==> config.mk <==
export PLATFORM = sky130hd
export DESIGN_NAME = sprite_motion_ctrl
export DESIGN_NICKNAME = d
export VERILOG_FILES = /design/src/rtl/sprite_motion_ctrl.sv
export SDC_FILE = /design/constraint.sdc
export NUM_CORES = 1
export LEC_CHECK = 0
export ABC_CLOCK_PERIOD_IN_PS = 4800
export BUFFER_PORTS_ARGS = -buffer_cell sky130_fd_sc_hd__buf_4
export CORE_MARGIN = 4
export CORE_UTILIZATION = 50
export CTS_CLUSTER_SIZE = 8
export DETAILED_ROUTE_END_ITERATION = 8
export PLACE_DENSITY = 0.75
export SETUP_SLACK_MARGIN = 0.15
export SKIP_CTS_REPAIR_TIMING = 1
export SLEW_MARGIN = 5
export SYNTH_ARGS = -nofsm -noshare
export SYNTH_HDL_FRONTEND = slang
export SYNTH_SLANG_ARGS = --single-unit
==> constraint.sdc <==
create_clock -name clk -period 4.8 [get_ports clk]
set_input_delay 0.24 -clock clk [delete_from_list [all_inputs] [get_ports clk]]
set_output_delay 0.24 -clock clk [all_outputs]
set_load 0.01 [all_outputs]
==> src/rtl/sprite_motion_ctrl.sv <==
// sprite_motion_ctrl
//   Moves a sprite by updating signed row/column offsets once every FRAME_DIV
//   frame ticks. In manual mode the synchronized buttons steer the sprite; in
//   auto mode it travels diagonally and bounces off the configured bounds.
//
// Ports
//   clk           single clock, all state changes on its rising edge
//   reset         asynchronous active-high reset
//   frame_tick    one-cycle pulse at start of vertical blank
//   mode          0 = manual (buttons), 1 = auto bounce
//   btn[3:0]      raw async buttons: [0] up, [1] down, [2] left, [3] right
//   row_offset    signed 11-bit row offset to the sprite ROM
//   column_offset signed 11-bit column offset to the sprite ROM
//   step_done     one-cycle pulse in the cycle new offsets become visible
//   dir[1:0]      auto direction: [0] row, [1] column (0 = +, 1 = -)
module sprite_motion_ctrl #(
  parameter int SPEED     = 1,
  parameter int FRAME_DIV = 2,
  parameter int ROW_MIN   = -100,
  parameter int ROW_MAX   = 378,
  parameter int COL_MIN   = -100,
  parameter int COL_MAX   = 538
) (
  input  logic        clk,
  input  logic        reset,
  input  logic        frame_tick,
  input  logic        mode,
  input  logic [3:0]  btn,
  output logic [10:0] row_offset,
  output logic [10:0] column_offset,
  output logic        step_done,
  output logic [1:0]  dir
);

  localparam logic signed [11:0] STEP   = 12'(SPEED);
  localparam logic signed [11:0] ROW_LO = 12'(ROW_MIN);
  localparam logic signed [11:0] ROW_HI = 12'(ROW_MAX);
  localparam logic signed [11:0] COL_LO = 12'(COL_MIN);
  localparam logic signed [11:0] COL_HI = 12'(COL_MAX);
  localparam logic [7:0]         LAST_COUNT = 8'(FRAME_DIV - 1);

  typedef enum logic [1:0] {
    ST_WAIT   = 2'd0,
    ST_CALC   = 2'd1,
    ST_COMMIT = 2'd2
  } state_t;

  state_t      state_reg, state_next;
  logic [3:0]  btn_meta_reg, btn_sync_reg;
  logic [7:0]  frame_cnt_reg;
  logic        count_en, calc_en, commit_en, qualifying;
  logic [10:0] row_reg, col_reg, row_cand_reg, col_cand_reg;
  logic [1:0]  dir_reg, dir_cand_reg;
  logic        step_done_reg;
  logic [11:0] row_step, col_step;

  // One axis of motion. Returns {toggle, new_offset}. The sum is formed in
  // 12 bits so that an 11-bit offset plus SPEED cannot wrap before clamping.
  function automatic logic [11:0] axis_step(
    input logic [10:0]        cur,
    input logic               dec,
    input logic               inc,
    input logic               auto_mode,
    input logic               dir_bit,
    input logic signed [11:0] lo,
    input logic signed [11:0] hi
  );
    logic signed [11:0] delta;
    logic signed [11:0] cand;
    logic               toggle;
    logic [10:0]        value;
    delta = '0;
    if (auto_mode) begin
      delta = dir_bit ? -STEP : STEP;
    end else if (inc && !dec) begin
      delta = STEP;
    end else if (dec && !inc) begin
      delta = -STEP;
    end
    cand   = $signed({cur[10], cur}) + delta;
    toggle = 1'b0;
    value  = cand[10:0];
    if (auto_mode) begin
      // Reaching a bound exactly also counts as a bounce.
      if (cand >= hi) begin
        value  = hi[10:0];
        toggle = 1'b1;
      end else if (cand <= lo) begin
        value  = lo[10:0];
        toggle = 1'b1;
      end
    end else begin
      if (cand > hi) begin
        value = hi[10:0];
      end else if (cand < lo) begin
        value = lo[10:0];
      end
    end
    return {toggle, value};
  endfunction

  // Two-flop synchronizer per button bit.
  generate
    for (genvar gi = 0; gi < 4; gi++) begin : g_sync
      always_ff @(posedge clk or posedge reset) begin
        if (reset) begin
          btn_meta_reg[gi] <= 1'b0;
          btn_sync_reg[gi] <= 1'b0;
        end else begin
          btn_meta_reg[gi] <= btn[gi];
          btn_sync_reg[gi] <= btn_meta_reg[gi];
        end
      end
    end
  endgenerate

  assign qualifying = frame_tick && (frame_cnt_reg == LAST_COUNT);

  // FSM: state register
  always_ff @(posedge clk or posedge reset) begin
    if (reset) begin
      state_reg <= ST_WAIT;
    end else begin
      state_reg <= state_next;
    end
  end

  // FSM: next state
  always_comb begin
    state_next = state_reg;
    case (state_reg)
      ST_WAIT:   if (qualifying) state_next = ST_CALC;
      ST_CALC:   state_next = ST_COMMIT;
      ST_COMMIT: state_next = ST_WAIT;
      default:   state_next = ST_WAIT;
    endcase
  end

  // FSM: outputs. Ticks outside WAIT are dropped so they never advance the count.
  always_comb begin
    count_en  = 1'b0;
    calc_en   = 1'b0;
    commit_en = 1'b0;
    case (state_reg)
      ST_WAIT:   count_en  = frame_tick;
      ST_CALC:   calc_en   = 1'b1;
      ST_COMMIT: commit_en = 1'b1;
      default:   ;
    endcase
  end

  always_ff @(posedge clk or posedge reset) begin
    if (reset) begin
      frame_cnt_reg <= '0;
    end else if (count_en) begin
      frame_cnt_reg <= qualifying ? 8'd0 : frame_cnt_reg + 8'd1;
    end
  end

  always_comb begin
    row_step = axis_step(row_reg, btn_sync_reg[0], btn_sync_reg[1], mode,
                         dir_reg[0], ROW_LO, ROW_HI);
    col_step = axis_step(col_reg, btn_sync_reg[2], btn_sync_reg[3], mode,
                         dir_reg[1], COL_LO, COL_HI);
  end

  // Candidates are captured in CALC (mode sampled there) and published on
  // the COMMIT edge, so step_done and the new offsets appear together.
  always_ff @(posedge clk or posedge reset) begin
    if (reset) begin
      row_cand_reg  <= '0;
      col_cand_reg  <= '0;
      dir_cand_reg  <= '0;
      row_reg       <= '0;
      col_reg       <= '0;
      dir_reg       <= '0;
      step_done_reg <= 1'b0;
    end else begin
      step_done_reg <= commit_en;
      if (calc_en) begin
        row_cand_reg <= row_step[10:0];
        col_cand_reg <= col_step[10:0];
        dir_cand_reg <= dir_reg ^ {col_step[11], row_step[11]};
      end
      if (commit_en) begin
        row_reg <= row_cand_reg;
        col_reg <= col_cand_reg;
        dir_reg <= dir_cand_reg;
      end
    end
  end

  assign row_offset    = row_reg;
  assign column_offset = col_reg;
  assign dir           = dir_reg;
  assign step_done     = step_done_reg;

endmodule

# Word-level counts from Yosys, hierarchy flattened

Cells that the tools add are included.
W data, S select, Z words.

$add $sub $neg: 3
$lt $le $gt $ge: 8
Eq/ne operators: 4
Mux-type cells: 30
Bitwise gates (word level): 1
Reduce and logical (&&, ||, !) cells: 10

Operators by type and width:

| kind                   | count |
|---|---|
| $mux W11               | 10 |
| $mux W12               | 8 |
| $add A11 B12 Y12       | 2 |
| $le A12 B8 Y1 const B  | 2 |
| $lt A12 B8 Y1 const B  | 2 |
| $ge A12 B10 Y1 const B | 1 |
| $ge A12 B11 Y1 const B | 1 |
| $gt A12 B10 Y1 const B | 1 |
| $gt A12 B11 Y1 const B | 1 |
| $mux W1                | 9 |
| $add A8 B1 Y8 const B  | 1 |
| $eq A8 B1 Y1 const B   | 1 |
| $mux W8                | 1 |
| $logic_and A1 B1 Y1    | 5 |
| $logic_not A1 Y1       | 4 |
| $pmux W2 S2            | 1 |
| $eq A2 B1 Y1 const B   | 1 |
| $eq A2 B2 Y1 const B   | 1 |
| $logic_not A2 Y1       | 1 |
| $mux W2                | 1 |
| $ne A2 B2 Y1 const B   | 1 |
| $xor A2 B2 Y2          | 1 |

Register bits after elaboration: 67
Input bits: 8

# Longest topological paths before layout

Gate-level depths: netlist (run 1).

Depth after elaboration: 11
Mapped depth: 14

# Worst setup path after synthesis (run 1)

OpenSTA, ideal clock, no wires.

Path kind: input-to-reg
Start: input port mode
End: register col_cand_reg[5]
Arrival time: 3.655 ns
Data required time: 4.732 ns
Path slack: 1.078 ns
Stages: 12
Path through: clkbuf_1 -> mux2_2 -> ha_1 -> and2_4 -> a221o_1 -> or3_1 -> a21o_1 -> or3b_1 -> nor4_2 -> nor2b_1 -> o32ai_4 -> a32o_1

Longest elaborated chain between the ends: 6

Ends and longest elaborated chain:

| what                                           | line   | RTL |
|---|---|---|
| start: declaration                             | 27     | `input logic mode,` |
| $mux W12                                       | 73     | `if (auto_mode) begin` |
| $add A11 B12 Y12                               | 80     | `cand = $signed({cur[10], cur}) + delta;` |
| $lt A12 B8 Y1 or $le A12 B8 Y1 (tied branches) | 95, 88 |  |
| $mux W11 (on tied branches)                    | 95, 88 |  |
| $mux W11 (on tied branches)                    | 93, 85 |  |
| $mux W11 *                                     | 83     | `if (auto_mode) begin` |
| end signal: assignment                         | 182    | `col_cand_reg <= col_step[10:0];` |
| end: declaration                               | 52     | `logic [10:0] row_reg, col_reg, row_cand_reg, col_cand_reg;` |

Every way passes the cells marked *; elsewhere a longest branch is shown, timed or not.
A chain may end at the register's enable or synchronous reset.

# Worst setup path in the final report (run 1)

Start: register btn_sync_reg[2]
End: register col_cand_reg[5]

Longest elaborated chain between the ends: 9

Ends and longest elaborated chain:

| what                                                    | line   | RTL |
|---|---|---|
| start: declaration                                      | 49     | `logic [3:0] btn_meta_reg, btn_sync_reg;` |
| start signal: indexed assignment                        | 111    | `btn_sync_reg[gi] <= btn_meta_reg[gi];` |
| $logic_and A1 B1 Y1 or $logic_not A1 Y1 (tied branches) | 77, 75 |  |
| $mux W12 or $logic_and A1 B1 Y1 (tied branches)         | 77, 75 |  |
| $mux W12 *                                              | 75     | `end else if (inc && !dec) begin` |
| $mux W12 *                                              | 73     |  |
| $add A11 B12 Y12 *                                      | 80     |  |
| $lt A12 B8 Y1 or $le A12 B8 Y1 (tied branches)          | 95, 88 |  |
| $mux W11 (on tied branches)                             | 95, 88 |  |
| $mux W11 (on tied branches)                             | 93, 85 |  |
| $mux W11 *                                              | 83     |  |

Marked as above.

==> impl_metrics.yaml, run 1 <==
global_routing:
  grt_antenna_before_repair: 0
  grt_overflow: 0
  grt_use_total: 0.1894
  grt_start_max_net_pins: 68
  grt_pass1_wl_um: 14950
  grt_pass1_vias: 3141
floorplanning:
  fp.dieW_um: 98.13
  die_h_um: 98.13
  ioPinCount: 33
  start_util: 0.5202
  rows: 32
  die_area_sq_mm: 0.009629
  core_sq_mm: 0.007807
clock_network:
  clk_path_buf_depth: 2
  cts_buffers: 9
  root_buffer: "clkbuf_8"
  htreeDepth: 3
  cts_tree: "done"
  clkSinkCount: 67
  clkTransAtPathRegs_ns: 0.08
  clk_latency_ns: 0.34
cells_and_area:
  layout_commonest_cell: "dfrtp_1"
  drive_gt1_frac: 0.1895
  nets: 472
  fillCellCount: 677
  antenna_cells: 0
  final_cell_mix: "dfrtp_1, buf_4, ha_1"
  fin_cells: 540
  syn_to_final_growth_pct: 14.08
detailed_routing:
  final_antenna_net_count: 0
  dr.pass1.iters: 4
  drc: 0
  wl_um: 8816
  routed_via_density: 5.941
  vias: 3208
  drt_iter0_markers: 214
  post_drt_wl_per_cell_um: 16.33
sta:
  rsz0062_at_grt: "false"
  period_minus_slack_ns: 4.149
  period_share: 0.8644
  final.setup.tns_ns: 0
  clock_skew_ns: 0.007946
  hold_violations: 0
  max_slew_margin: 0.4417
  finalMaxSlewViolations: 0
  tightestPinTransition_ns: 0.8375
  max_freq_mhz: 241.0
  whs_ns: 0.1343
  setup_viol: 0
power_and_ir_drop:
  powerDensity_mw_per_mm2: 713.5
  ir_drop_mv: 0.2767
  power.leakage_nw: 2.150
worst_setup_path:
  max_stage_delay_ns: 0.50
  crit_required_ns: 5.08
  cp-end-kind: "register"
  reg2reg_from: "btn_sync_reg[2]"
  setup.worst_path.class: "reg -> reg"
  startpoint_type: "register"
  path_cells: "ha_1 > mux2_2 > fa_1 > a21o_1 > a221oi_2 > nor3_1 > a311oi_1 > or3b_1 > nor4_2 > nor2b_1 > o32ai_4 > a32o_1"
  timing.rr.end: "col_cand_reg[5]"
  slowest_stage: "fa_1"
  arrival_ns: 4.43
  critPathMaxFanout: 12
  reg2reg_depth: 12
  reg2reg_slack_ns: 0.65
synth:
  synth_area_sq_mm: 0.004061
  synth_top_flop_cell: "dfrtp_1"
  async_flop_share: 1.000
  yosysWarnings: 0
  ys_seq_area_frac: 0.4128
  yosys-top-cells-area: "dfrtp_1, ha_1, mux2_2"
  synth-compound-area-share: 0.2024
  synth_simple_gate_area_frac: 0.1550
  synth_edf_count: 0
  ys_ff_latch: 67
  synth_nets: 434
  synth_top_cell_by_area: "dfrtp_1"
  synth_top_area_frac: 0.4128
  synth_top_family_by_area: "compound AO/OA/AOI/OAI gates"
  synth_cell_types: 60
  syn_inst: 396
  synth.area.mux_share: 0.07455
  synth_area_per_cell_sq_um: 10.26
  synthAdderAreaFrac: 0.09612
  synth_xor_area_frac: 0.03882
run:
  cap_violations: 0
place:
  gp_congestion: 0.8981
  dp_hpwl_um: 6178
  port-buffer-count: 32
  dp.cells: 521
outcome:
  run_status: "finished, final reports clean"
worst_hold_path:
  hp-class: "in -> async"
kinds of logic after synthesis:
kind of cell	Yosys count
DFF	67
AOI/OAI and AO/OA	113
muxes	27
buffers and inverters	22
adders and majority gates	30
xor gates and xnor gates	18
and+or+nand+nor	119
stage by stage:
step | total power [mW] | setup WS [ns] | utilization | cell area, sq um
after detailed placement | 2.814 | 0.7106 | 0.5639 | 4403
after global routing | 3.567 | 0.4418 | 0.5934 | 4633
after CTS | 3.297 | 0.6589 | 0.5883 | 4593
after global placement | 2.767 | 0.7596 | 0.5639 | 4403
final | 3.306 | 0.6508 | 0.5934 | 4633
after floorplan | 2.323 | 1.078 | - | 4061
metal layers:
metal | part of all wire | up-vias | global-route usage
li1 | - | 1568 | -
met3 | 0.036 | 12 | 0.03929
met5 | 0 | - | 0
met1 | 0.48 | 1568 | 0.2648
met4 | 0.011 | 0 | 0.05431
met2 | 0.47 | 60 | 0.2990
worst max path at each step:
stage | from | to | slack (ns) | cells after the start
after floorplan | mode | col_cand_reg[5] | 1.08 | 12
final | btn_sync_reg[2] | col_cand_reg[5] | 0.65 | 12
after global placement | btn_sync_reg[2] | col_cand_reg[5] | 0.76 | 12
after detailed placement | btn_sync_reg[2] | col_cand_reg[5] | 0.71 | 12
after CTS | btn_sync_reg[2] | col_cand_reg[5] | 0.66 | 12
after global routing | btn_sync_reg[2] | col_cand_reg[5] | 0.44 | 12
synth_stat cells (2+ instances only):
cell / instances
fa_1: 2
nor3b_1: 3
o21ai_0: 17
nor3_1: 7
o22a_1: 4
a221oi_1: 2
nor4_1: 2
nand3_1: 7
xor2_1: 7
a21o_1: 11
or2_2: 3
a22o_1: 2
dfrtp_1: 67
o211ai_1: 4
nor2b_1: 4
xnor2_1: 11
nand2b_1: 11
nand4_1: 8
and2_1: 5
a32o_1: 2
nand2_1: 25
a211o_1: 4
inv_1: 10
o21a_1: 7
buf_1: 2
o311ai_0: 4
o21bai_1: 4
mux2_2: 26
o221ai_1: 2
a22oi_1: 3
nor2_1: 25
and3_1: 6
or4_1: 2
ha_1: 28
a211oi_1: 8
nand3b_1: 2
a311oi_1: 2
a31oi_1: 2
a21oi_1: 22
o211a_1: 3
clkbuf_1: 9
or3_1: 3
critical path, delay by kind of cell (launching register included):
family / cells / cell delay [ns]
flops: 1 / 0.37
compound gates: 5 / 1.65
simple gates: 4 / 0.97
mux: 1 / 0.41
fa+ha+maj: 2 / 0.69
power by group:
part | internal, mW | total [mW] | leakage [nW] | switching [mW]
Combinational | 0.840 | 1.90 | 1.22 | 1.06
Clock | 0.239 | 0.461 | 0.0994 | 0.222
Sequential | 0.773 | 0.948 | 0.825 | 0.174
Total | 1.85 | 3.31 | 2.15 | 1.45
area by class of cell:
type,count,area [sq um],area share
repair buffers,38,295.3,0.06373
inverters,11,41.29,0.008912
well taps,102,127.6,0.02755
clock buffers,9,123.9,0.02674
flip-flops and latches,67,1677,0.3619
clock inverters,6,66.31,0.01431
multi-input cells,307,2302,0.4969
Note: power is estimated with default switching activity, not from simulation.
==> run 2: changes to the inputs <==
RECOVER_POWER = 25   (was unset)
==> run 2 against run 1 <==
  * The run now ends with max-capacitance violations, max-slew violations left
  * Global-route usage unchanged
  * Register-to-register slack about the same
  * Worst setup slack improved by 0.0059 ns
  * Hold slack improved by 0.15 ns
  * Clock power is essentially flat
  * Design area hardly changed
  * Sequential cell count is the same
  * Non-clock buffer count unchanged
  * Fmax increased by 0.14%
  * Critical path depth unchanged
  * Via count about the same
  * Die area unchanged
==> impl_metrics.yaml, run 2 (synthesis gave the netlist of run 1 again) <==
power_and_ir_drop:
  switching_share: 0.4393
  power_frac_clock: 0.139
  power_frac_seq: 0.287
  power.leakage_nw: 2.146
  powerDensity_mw_per_mm2: 713.3
  combPwrFrac: 0.574
  ir_drop_mv: 0.2764
  p_sw_mw: 1.451
  p_int_mw: 1.852
floorplanning:
  die_area_sq_mm: 0.009629
  ioPinCount: 33
  start_util: 0.5202
  core_sq_mm: 0.007807
  fp.dieW_um: 98.13
  die_h_um: 98.13
  rows: 32
detailed_routing:
  final_antenna_net_count: 0
  post_drt_wl_per_cell_um: 16.30
  routed_via_density: 5.937
  drc: 0
  vias: 3206
  dr.pass1.iters: 4
  wl_um: 8803
  drt_iter0_markers: 219
cells_and_area:
  drive_gt1_frac: 0.1849
  layout_commonest_cell: "dfrtp_1"
  design_area_sq_mm: 0.004629
  fillCellCount: 676
  final_cell_mix: "dfrtp_1, ha_1, buf_4"
  antenna_cells: 0
  nets: 472
  syn_to_final_growth_pct: 13.99
sta:
  setup_viol: 0
  period_minus_slack_ns: 4.143
  final.setup.tns_ns: 0
  period_share: 0.8632
  worst_slack_ns: 0.6567
  max_freq_mhz: 241.4
  clock_skew_ns: 0.007460
  rsz0062_at_grt: "false"
  hold_violations: 0
  max_slew_margin: -1.349
  finalMaxSlewViolations: 68
  tightestPinTransition_ns: 3.524
worst_setup_path:
  cp-end-kind: "register"
  arrival_ns: 4.42
  startpoint_type: "register"
  reg2reg_depth: 12
  reg2reg_slack_ns: 0.66
  setup.worst_path.class: "reg -> reg"
  critPathMaxFanout: 12
  crit_required_ns: 5.08
  timing.rr.end: "col_cand_reg[5]"
  reg2reg_from: "btn_sync_reg[2]"
worst_hold_path:
  hp-class: "in -> reg"
  min_path_cells: 3
  min_from: "frame_tick"
  holdPathEnd: "frame_cnt_reg[0]"
place:
  placed_area_sq_mm: 0.004403
  gp_congestion: 0.8981
  port-buffer-count: 32
  pre_cts_slack_ns: 0.7106
  dp_hpwl_um: 6178
global_routing:
  grt_antenna_before_repair: 0
  grt_overflow: 0
  grt_pass1_wl_um: 14950
  grt_pass1_vias: 3141
  grt_use_total: 0.1894
  grt_start_max_net_pins: 68
clock_network:
  clkSinkCount: 67
  cts_tree: "done"
  clk_latency_ns: 0.34
  clkTransAtPathRegs_ns: 0.08
  cts_buffers: 9
  clk_path_buf_depth: 2
  root_buffer: "clkbuf_8"
  htreeDepth: 3
outcome:
  run_status: "finished, violations left"
  violations: "max-capacitance violations, max-slew violations"
run:
  cap_violations: 1
run 2: final cells by class:
class	instances	area [sq um]	area share
clock buffer	9	123.9	0.02676
clock inverter	6	66.31	0.01432
inverter	11	41.29	0.008919
multi-input combinational	307	2302	0.4973
sequential	67	1677	0.3622
tap	102	127.6	0.02757
timing repair buffer	38	291.5	0.06297
run 2: metal layers:
metal	wire length, um	global-route usage	up-vias
met5	0	0	-
met4	100	0.05431	0
met3	336	0.03929	10
met2	4159	0.2990	65
met1	4206	0.2648	1565
li1	-	-	1566
run 2: worst max-delay path by stage:
stage,slack (ns),endpoint,from,depth (start not counted)
6_report,0.66,col_cand_reg[5],btn_sync_reg[2],12
5_1_grt,0.44,col_cand_reg[5],btn_sync_reg[2],12
4_1_cts,0.66,col_cand_reg[5],btn_sync_reg[2],12
3_5_place_dp,0.71,col_cand_reg[5],btn_sync_reg[2],12
3_3_place_gp,0.76,col_cand_reg[5],btn_sync_reg[2],12
2_1_floorplan,1.08,col_cand_reg[5],mode,12
run 2: power by group through the flow:
stage	combinational, mW	clock [mW]	sequential [mW]
after floorplan	1.38	0	0.948
after global placement	1.82	0	0.949
after detailed placement	1.85	0	0.960
after CTS	1.87	0.473	0.950
after global routing	2.09	0.494	0.978
final	1.89	0.461	0.948
run 2: metrics by stage:
step	util	std cells	total power, mW	hold WS, ns
4_1_cts	0.5883	536	3.297	-0.02043
3_3_place_gp	0.5639	521	2.767	0.3344
5_1_grt	0.5929	540	3.566	0.2859
2_1_floorplan	-	396	2.323	0.2714
6_report	0.5929	540	3.302	0.2873
3_5_place_dp	0.5639	521	2.814	0.3347
run 2: critical path: stages (launching register included):
cell	delay, ns
dfrtp_1	0.37
ha_1	0.19
mux2_2	0.41
fa_1	0.50
a21o_1	0.21
a221oi_2	0.41
nor3_1	0.09
a311oi_1	0.38
or3b_1	0.43
nor4_2	0.33
nor2b_1	0.12
o32ai_4	0.41
a32o_1	0.22
